--- config.mk ---
export PLATFORM = sky130hd
export DESIGN_NAME = uart_tx
export DESIGN_NICKNAME = d
export VERILOG_FILES = /design/src/rtl/uart_pkg.sv /design/src/rtl/uart_tx.sv
export SDC_FILE = /design/constraint.sdc
export NUM_CORES = 1
export LEC_CHECK = 0
export BUFFER_PORTS_ARGS = -buffer_cell sky130_fd_sc_hd__buf_2
export CAP_MARGIN = 20
export CORE_MARGIN = 5
export CORE_UTILIZATION = 50
export CTS_BUF_LIST = sky130_fd_sc_hd__clkbuf_16
export DETAILED_ROUTE_END_ITERATION = 6
export PLACE_DENSITY = 0.72
export SETUP_SLACK_MARGIN = 0.4
export SYNTH_ARGS = -nofsm -noshare
export SYNTH_HDL_FRONTEND = slang
export SYNTH_SLANG_ARGS = --single-unit
--- constraint.sdc ---
create_clock -name clk -period 1.9 [get_ports clk]
set_input_delay 0.38 -clock clk [delete_from_list [all_inputs] [get_ports clk]]
set_output_delay 0.38 -clock clk [all_outputs]
set_load 0.03 [all_outputs]
--- src/rtl/uart_pkg.sv ---
// Shared UART definitions: FSM state encoding, oversampling ratio and default
// frame geometry. Used by both the transmitter and the receiver.
package uart_pkg;

    // Frame-sequencer states, 3-bit encoding shared with the receiver.
    typedef enum logic [2:0] {
        StIdle   = 3'd0,
        StStart  = 3'd1,
        StData   = 3'd2,
        StParity = 3'd3,
        StStop   = 3'd4
    } uart_state_e;

    // s_ticks per bit period.
    localparam int unsigned OVERSAMPLE      = 16;

    // Default frame: 8 data bits, one stop bit.
    localparam int unsigned DBIT_DEFAULT    = 8;
    localparam int unsigned SB_TICK_DEFAULT = 16;

endpackage

--- src/rtl/uart_tx.sv ---
// UART transmitter: start bit, DBIT data bits LSB first, optional even parity
// bit, stop bit(s). Paced by the external 16x oversampling enable s_tick.
// Optional build macro: UART_TX_PARITY_EN inserts an even-parity bit after
// the data bits.
module uart_tx
    import uart_pkg::*;
#(
    parameter int unsigned DBIT    = DBIT_DEFAULT,
    parameter int unsigned SB_TICK = SB_TICK_DEFAULT
) (
    input  logic       clk,
    input  logic       reset,
    input  logic       s_tick,
    input  logic       tx_start,
    input  logic [7:0] din,
    output logic       tx_busy,
    output logic       tx_done_tick,
    output logic       tx
);

    localparam logic [4:0] BitLast  = 5'(OVERSAMPLE - 1);
    localparam logic [4:0] StopLast = 5'(SB_TICK - 1);
    localparam logic [2:0] DataLast = 3'(DBIT - 1);

    uart_state_e state_q, state_d;
    logic [4:0]  s_cnt_q, s_cnt_d;
    logic [2:0]  n_cnt_q, n_cnt_d;
    logic [7:0]  shift_q, shift_d;
    logic        tx_q, tx_d;
    logic        done_q, done_d;

`ifdef UART_TX_PARITY_EN
    localparam logic [7:0] DataMask = 8'((1 << DBIT) - 1);
    logic        parity_q, parity_d;
`endif

    // Strobes for the last s_tick of a bit period and of the stop period.
    logic bit_end;
    logic stop_end;
    logic last_bit;

    assign bit_end  = s_tick && (s_cnt_q == BitLast);
    assign stop_end = s_tick && (s_cnt_q == StopLast);
    assign last_bit = (n_cnt_q == DataLast);

    // State and datapath registers, synchronous active-high reset.
    always_ff @(posedge clk) begin
        if (reset) begin
            state_q <= StIdle;
            s_cnt_q <= '0;
            n_cnt_q <= '0;
            shift_q <= '0;
            tx_q    <= 1'b1;
            done_q  <= 1'b0;
`ifdef UART_TX_PARITY_EN
            parity_q <= 1'b0;
`endif
        end else begin
            state_q <= state_d;
            s_cnt_q <= s_cnt_d;
            n_cnt_q <= n_cnt_d;
            shift_q <= shift_d;
            tx_q    <= tx_d;
            done_q  <= done_d;
`ifdef UART_TX_PARITY_EN
            parity_q <= parity_d;
`endif
        end
    end

    // Next-state logic: advance on the last s_tick of each phase.
    always_comb begin
        state_d = state_q;
        unique case (state_q)
            StIdle:  if (tx_start) state_d = StStart;
            StStart: if (bit_end) state_d = StData;
            StData: begin
                if (bit_end && last_bit) begin
`ifdef UART_TX_PARITY_EN
                    state_d = StParity;
`else
                    state_d = StStop;
`endif
                end
            end
`ifdef UART_TX_PARITY_EN
            StParity: if (bit_end) state_d = StStop;
`endif
            StStop:  if (stop_end) state_d = StIdle;
            default: state_d = StIdle;
        endcase
    end

    // Datapath and registered outputs: counters, shifter, serial level, done pulse.
    always_comb begin
        s_cnt_d = s_cnt_q;
        n_cnt_d = n_cnt_q;
        shift_d = shift_q;
        tx_d    = tx_q;
        done_d  = 1'b0;
`ifdef UART_TX_PARITY_EN
        parity_d = parity_q;
`endif
        unique case (state_q)
            StIdle: begin
                tx_d = 1'b1;
                // A coincident s_tick is not counted: the start bit begins here.
                if (tx_start) begin
                    shift_d = din;
                    s_cnt_d = '0;
                    tx_d    = 1'b0;
`ifdef UART_TX_PARITY_EN
                    parity_d = ^(din & DataMask);
`endif
                end
            end
            StStart: begin
                if (s_tick) begin
                    if (bit_end) begin
                        s_cnt_d = '0;
                        n_cnt_d = '0;
                        tx_d    = shift_q[0];
                    end else begin
                        s_cnt_d = s_cnt_q + 5'd1;
                    end
                end
            end
            StData: begin
                if (s_tick) begin
                    if (bit_end) begin
                        s_cnt_d = '0;
                        shift_d = shift_q >> 1;
                        if (last_bit) begin
`ifdef UART_TX_PARITY_EN
                            tx_d = parity_q;
`else
                            tx_d = 1'b1;
`endif
                        end else begin
                            n_cnt_d = n_cnt_q + 3'd1;
                            tx_d    = shift_q[1];
                        end
                    end else begin
                        s_cnt_d = s_cnt_q + 5'd1;
                    end
                end
            end
`ifdef UART_TX_PARITY_EN
            StParity: begin
                if (s_tick) begin
                    if (bit_end) begin
                        s_cnt_d = '0;
                        tx_d    = 1'b1;
                    end else begin
                        s_cnt_d = s_cnt_q + 5'd1;
                    end
                end
            end
`endif
            StStop: begin
                tx_d = 1'b1;
                if (s_tick) begin
                    if (stop_end) begin
                        s_cnt_d = '0;
                        done_d  = 1'b1;
                    end else begin
                        s_cnt_d = s_cnt_q + 5'd1;
                    end
                end
            end
            default: begin
                tx_d = 1'b1;
            end
        endcase
    end

    assign tx           = tx_q;
    assign tx_done_tick = done_q;
    assign tx_busy      = (state_q != StIdle);

endmodule
# --- Word-level counts from Yosys, hierarchy flattened ---
# Cells that the tools add are included.
op_classes:
  addsub: 2
  multipliers: 0
  n_div: 0
  order_cmp: 0
  eq_ne: 14
  shifts: 0
  muxes: 26
  bitwise_logic: 2
  n_reduce_logical: 14
op_table:
  columns: ["op", "count"]
  rows:
  - ["3-bit 2-to-1 mux", 8]
  - ["8-bit 2-to-1 mux", 3]
  - ["2-bit != test (second input constant)", 8]
  - ["8-bit one-hot mux with 2 select lines", 1]
  - ["5-bit 2-to-1 mux", 3]
  - ["3-bit one-hot mux with 4 select lines", 1]
  - ["4-bit AND reduction", 3]
  - ["5-bit one-hot mux with 2 select lines", 1]
  - ["1-bit 2-to-1 mux", 7]
  - ["3-bit equality test (second input constant)", 2]
  - ["3-bit one-hot mux with 2 select lines", 1]
  - ["6-bit AND reduction", 1]
  - ["2-bit nonzero test", 3]
  - ["3-bit OR reduction", 2]
  - ["5-bit by 1-bit adder with 5-bit output (second input constant)", 1]
  - ["5-bit by 4-bit equality test with 1-bit output (second input constant)", 1]
  - ["3-bit by 1-bit adder with 3-bit output (second input constant)", 1]
  - ["3-bit by 1-bit equality test with 1-bit output (second input constant)", 1]
  - ["3-bit by 2-bit equality test with 1-bit output (second input constant)", 1]
  - ["3-bit logical NOT", 1]
  - ["1-bit one-hot mux with 3 select lines", 1]
  - ["3-bit AND reduction", 1]
  - ["3-bit nonzero test", 1]
  - ["1-bit logical AND", 2]
  - ["2 further kinds", 3]
totals:
  regBits: 21
  latch_bits: 0
  ram_bits: 0
  rom_bits: 0
  output_inout_bits: 3
  elab_cells: 64
  n_memories: 0

# --- Longest topological paths before layout ---
logic_depth:
  depth_word: 5
  ltp_mapped: 7

# --- Worst setup path before layout ---
# Ideal clock, no wire load.
synth_path:
  kind: "register -> register"
  start: "register s_cnt_q[0]"
  end: "register n_cnt_q[0]"
  setup_ns: 0.121
  t_arrival_ns: 1.902
  required_time_ns: 1.779
  path_slack_ns: -0.123
  stages_incl_launch_ff: 8
  path_buffers: 2
  synth_period_minus_slack_ns: 2.023
  path_cell_list: "dfxtp_1 ha_1 nand3_2 or3b_1 buf_2 or3_1 buf_2 mux2_4"
synth_via:
  elab_chain_len: 4
  elab_cells_between_ends: 5
synth_rtl:
  columns: ["item", "line_no", "rtl"]
  rows:
  - ["from (decl)", "uart_tx.sv:26", "logic [4:0] s_cnt_q, s_cnt_d;"]
  - ["from (signal assigned)", "uart_tx.sv:60", "s_cnt_q <= s_cnt_d;"]
  - ["5-bit by 4-bit equality test with 1-bit output *", "uart_tx.sv:42", "assign bit_end = s_tick && (s_cnt_q == BitLast);"]
  - ["1-bit logical AND *", "uart_tx.sv:42", null]
  - ["2-bit != test (no source line)", null, null]
  - ["6-bit AND reduction (no source line) *", null, null]
  - ["to (signal assigned)", "uart_tx.sv:61", "n_cnt_q <= n_cnt_d;"]
  - ["to (decl)", "uart_tx.sv:27", "logic [2:0] n_cnt_q, n_cnt_d;"]
# Every way passes the cells marked *; elsewhere a longest branch is shown, timed or not.
# A chain may end at the register's enable or synchronous reset.

# --- Worst setup path after layout ---
layout_path:
  start: "register s_cnt_q[1]"
  end: "register n_cnt_q[0]"
# The elaborated chain is that of the path after synthesis.

==> flow_summary_export.csv <==
group,metric,value,unit
yosys,async_reset_ff_share,0,%
layout,postLayoutCellArea,1620,µm²
global_routing,grt_pass1_vias,1035,
yosys,syn_area,1160,µm²
power_and_ir_drop,power.total,1.09,mW
yosys,ys_seq_area_share,36.2,%
global_routing,track_usage,18.2,%
power_and_ir_drop,irDropWorstVdd,0.582,mV
place,hpwlAfterDp,1930,µm
cts,root_buffer,"clkbuf_16",
place,io_buffer_count,14,
layout,area_growth_syn_to_layout,39.2,%
routing,vias,1092,
layout,mostFrequentLayoutCell,"nand2_1",
cts,h-tree-depth,1,
global_routing,grt_max_degree,18,
floorplanning,die_h,58.2,µm
layout,layout_common_cells,"nand2_1 (20), dfxtp_1 (16), buf_2 (13), buf_4 (13), mux2i_1 (10)",
routing,final_antenna_net_count,0,
cts,clk_latency,260,ps
worst_setup_path,cp-start-kind,"flip-flop",
power_and_ir_drop,powerDensity,676,nW/µm²
worst_setup_path,rrSetupSlack,150,ps
worst_setup_path,arrival,1900,ps
sta,setup_tns,0,ps
worst_setup_path,rr_worst_depth,5,
hold_path,hold_path_end,"state_q[1]",
yosys,syn_inst,132,
hold_path,hp-start,"reset",
sta,slew_headroom,78.9,%
place,pre_cts_slack,114,ps
sta,hold_viol_final,0,
yosys,synth-seq-cells,21,
floorplanning,core,2210,µm²
cts,cts_tree,"yes",
routing,remaining_drc_errors,0,
run_status,status,"finished clean",
place,placedCellCount,173,
cts,cts_buffer_depth,2,
layout,drive_above_1_share,47.2,%
cts,cts_sinks,21,
global_routing,grt_pass1_wl,4710,µm
global_routing,grt_use_met2,30.2,%
routing,drt-total-wl,3170,µm
hold_path,holdPathStages,2,
power_and_ir_drop,p_leak,0.675,nW
global_routing,grt-busiest-layer,"met2",
worst_setup_path,cp.required,2040,ps
cts,cts_buffers,3,
sta,worst_pin_slew,316,ps
worst_setup_path,r2r-start,"s_cnt_q[1]",
yosys,synth.distinct_cells,40,
routing,viasPerCell,5.84,
layout,num_antenna_cells,0,
yosys,syn-num-nets,147,
global_routing,met1_usage,22.5,%
routing,post_drt_wl_per_cell,17.0,µm
layout,fin_cells,187,
global_routing,antenna_found_initial,0,
floorplanning,die_area,3390,µm²
place,gp_congestion,0.844,
hold_path,worstHoldPathType,"input port to flip-flop",
yosys,synth.yosys.warnings,0,
sta,max_freq,570,MHz
sta,layout_min_cycle_time,1750,ps
place,placed_area,1310,µm²
sta,slew_violations,0,
floorplanning,num_rows,17,
worst_setup_path,worstSetupPathType,"flip-flop to flip-flop",
yosys,avgSynthCellArea,8.81,µm²
sta,fin_hold_ws,444,ps
sta,rsz0062_at_grt,"true",
layout,finalNetCount,175,
global_routing,grt.overflow.total,0,
sta,fin_worst_skew,4.16,ps
worst_setup_path,r2r_end,"n_cnt_q[0]",
sta,setup_ws,146,ps
flow_run,drv_cap,0,
yosys,synth_edf_count,0,
layout,final_util,73.1,%
routing,drtIter0Drc,26,
floorplanning,die_w,58.2,µm
routing,first_pass_iters,4,
worst_setup_path,critPathMaxFanout,3,
yosys,synth-main-ff-cell,"dfxtp_1",
worst_setup_path,end_kind,"flip-flop",
cts,clk_pin_slew_worst_paths,60,ps
floorplanning,start_util,52.5,%
sta,fin_crit_sh,92.3,%
floorplanning,io_pins,15,
sta,setup_violations,0,
global_routing,gr-usage-met3,3.34,%
synth_stat cells, types with 3 or more instances:
master | n | area share (%)
mux2i_1 | 10 | 8.6
nor2b_1 | 5 | 2.7
buf_2 | 4 | 1.7
dfxtp_1 | 21 | 36
nand2_1 | 21 | 6.8
ha_1 | 3 | 3.2
o22ai_1 | 3 | 1.6
a21oi_1 | 4 | 1.7
nor4_1 | 3 | 1.6
nor2_1 | 9 | 2.9
clkbuf_1 | 3 | 0.97
mux2_2 | 9 | 8.7
cell type report:
type	instances	area [µm²]
Inverter	2	7.51
Clock inverter	1	5.00
Multi-Input combinational cell	101	846
Tap cell	28	35.0
Clock buffer	3	75.1
Timing Repair Buffer	31	213
Sequential cell	21	437
Fill cell	166	594
metal layers:
metal | wire length, µm | vias to the layer above | part of all wire [%]
met5 | 0 | - | 0
met3 | 157 | 7 | 5.0
met1 | 1350 | 518 | 42
li1 | - | 528 | -
met2 | 1590 | 39 | 50
met4 | 74 | 0 | 2.3
worst max-delay path by stage:
stage               slack, ps  cells past startpoint         end  startpoint
global placement          170                      5  n_cnt_q[0]  s_cnt_q[0]
detailed placement        110                      5  n_cnt_q[0]  s_cnt_q[0]
finish                    150                      5  n_cnt_q[0]  s_cnt_q[1]
CTS                       150                      5  n_cnt_q[0]  s_cnt_q[0]
global route              110                      5  n_cnt_q[0]  s_cnt_q[1]
floorplan                   6                      7  n_cnt_q[0]  s_cnt_q[0]
where the power goes:
| part | switching [mW] | internal [mW] | total, mW |
|---|---|---|---|
| clock | 0.168 | 0.283 | 0.451 |
| sequential | 0.0143 | 0.455 | 0.469 |
| combinational | 0.0888 | 0.0844 | 0.173 |
flip-flops by register name, indices dropped and copies added (netlist names):
register,count
n_cnt_q,3
s_cnt_q,5
shift_q,8
state_q,3
tx,1
tx_done_tick,1
timing repair:
item	in CTS	in global routing
hold buffers	0	0
setup buffers	3	7
resized for setup	15	26
cloned	0	0
endpoints found under the setup margin	13	21
pin swaps	3	8
critical path, cell delays in order (launching register included):
cell     delay (ps)
dfxtp_4         360
ha_4            150
nand3_4          80
or3b_4          390
or3_4           360
mux2_4          310
logic make-up after synthesis:
| family | after synthesis | synth area share, % |
|---|---|---|
| multiplexers | 20 | 18.6 |
| XOR/XNOR | 1 | 0.754 |
| buffers and inverters | 10 | 3.66 |
| flip-flops | 21 | 36.2 |
| AND/OR/NAND/NOR | 58 | 25.8 |
| adder cells (fa/ha/maj) | 3 | 3.23 |
| AO/OA/AOI/OAI | 19 | 11.7 |
No activity file was read; power rests on OpenSTA's default activity.
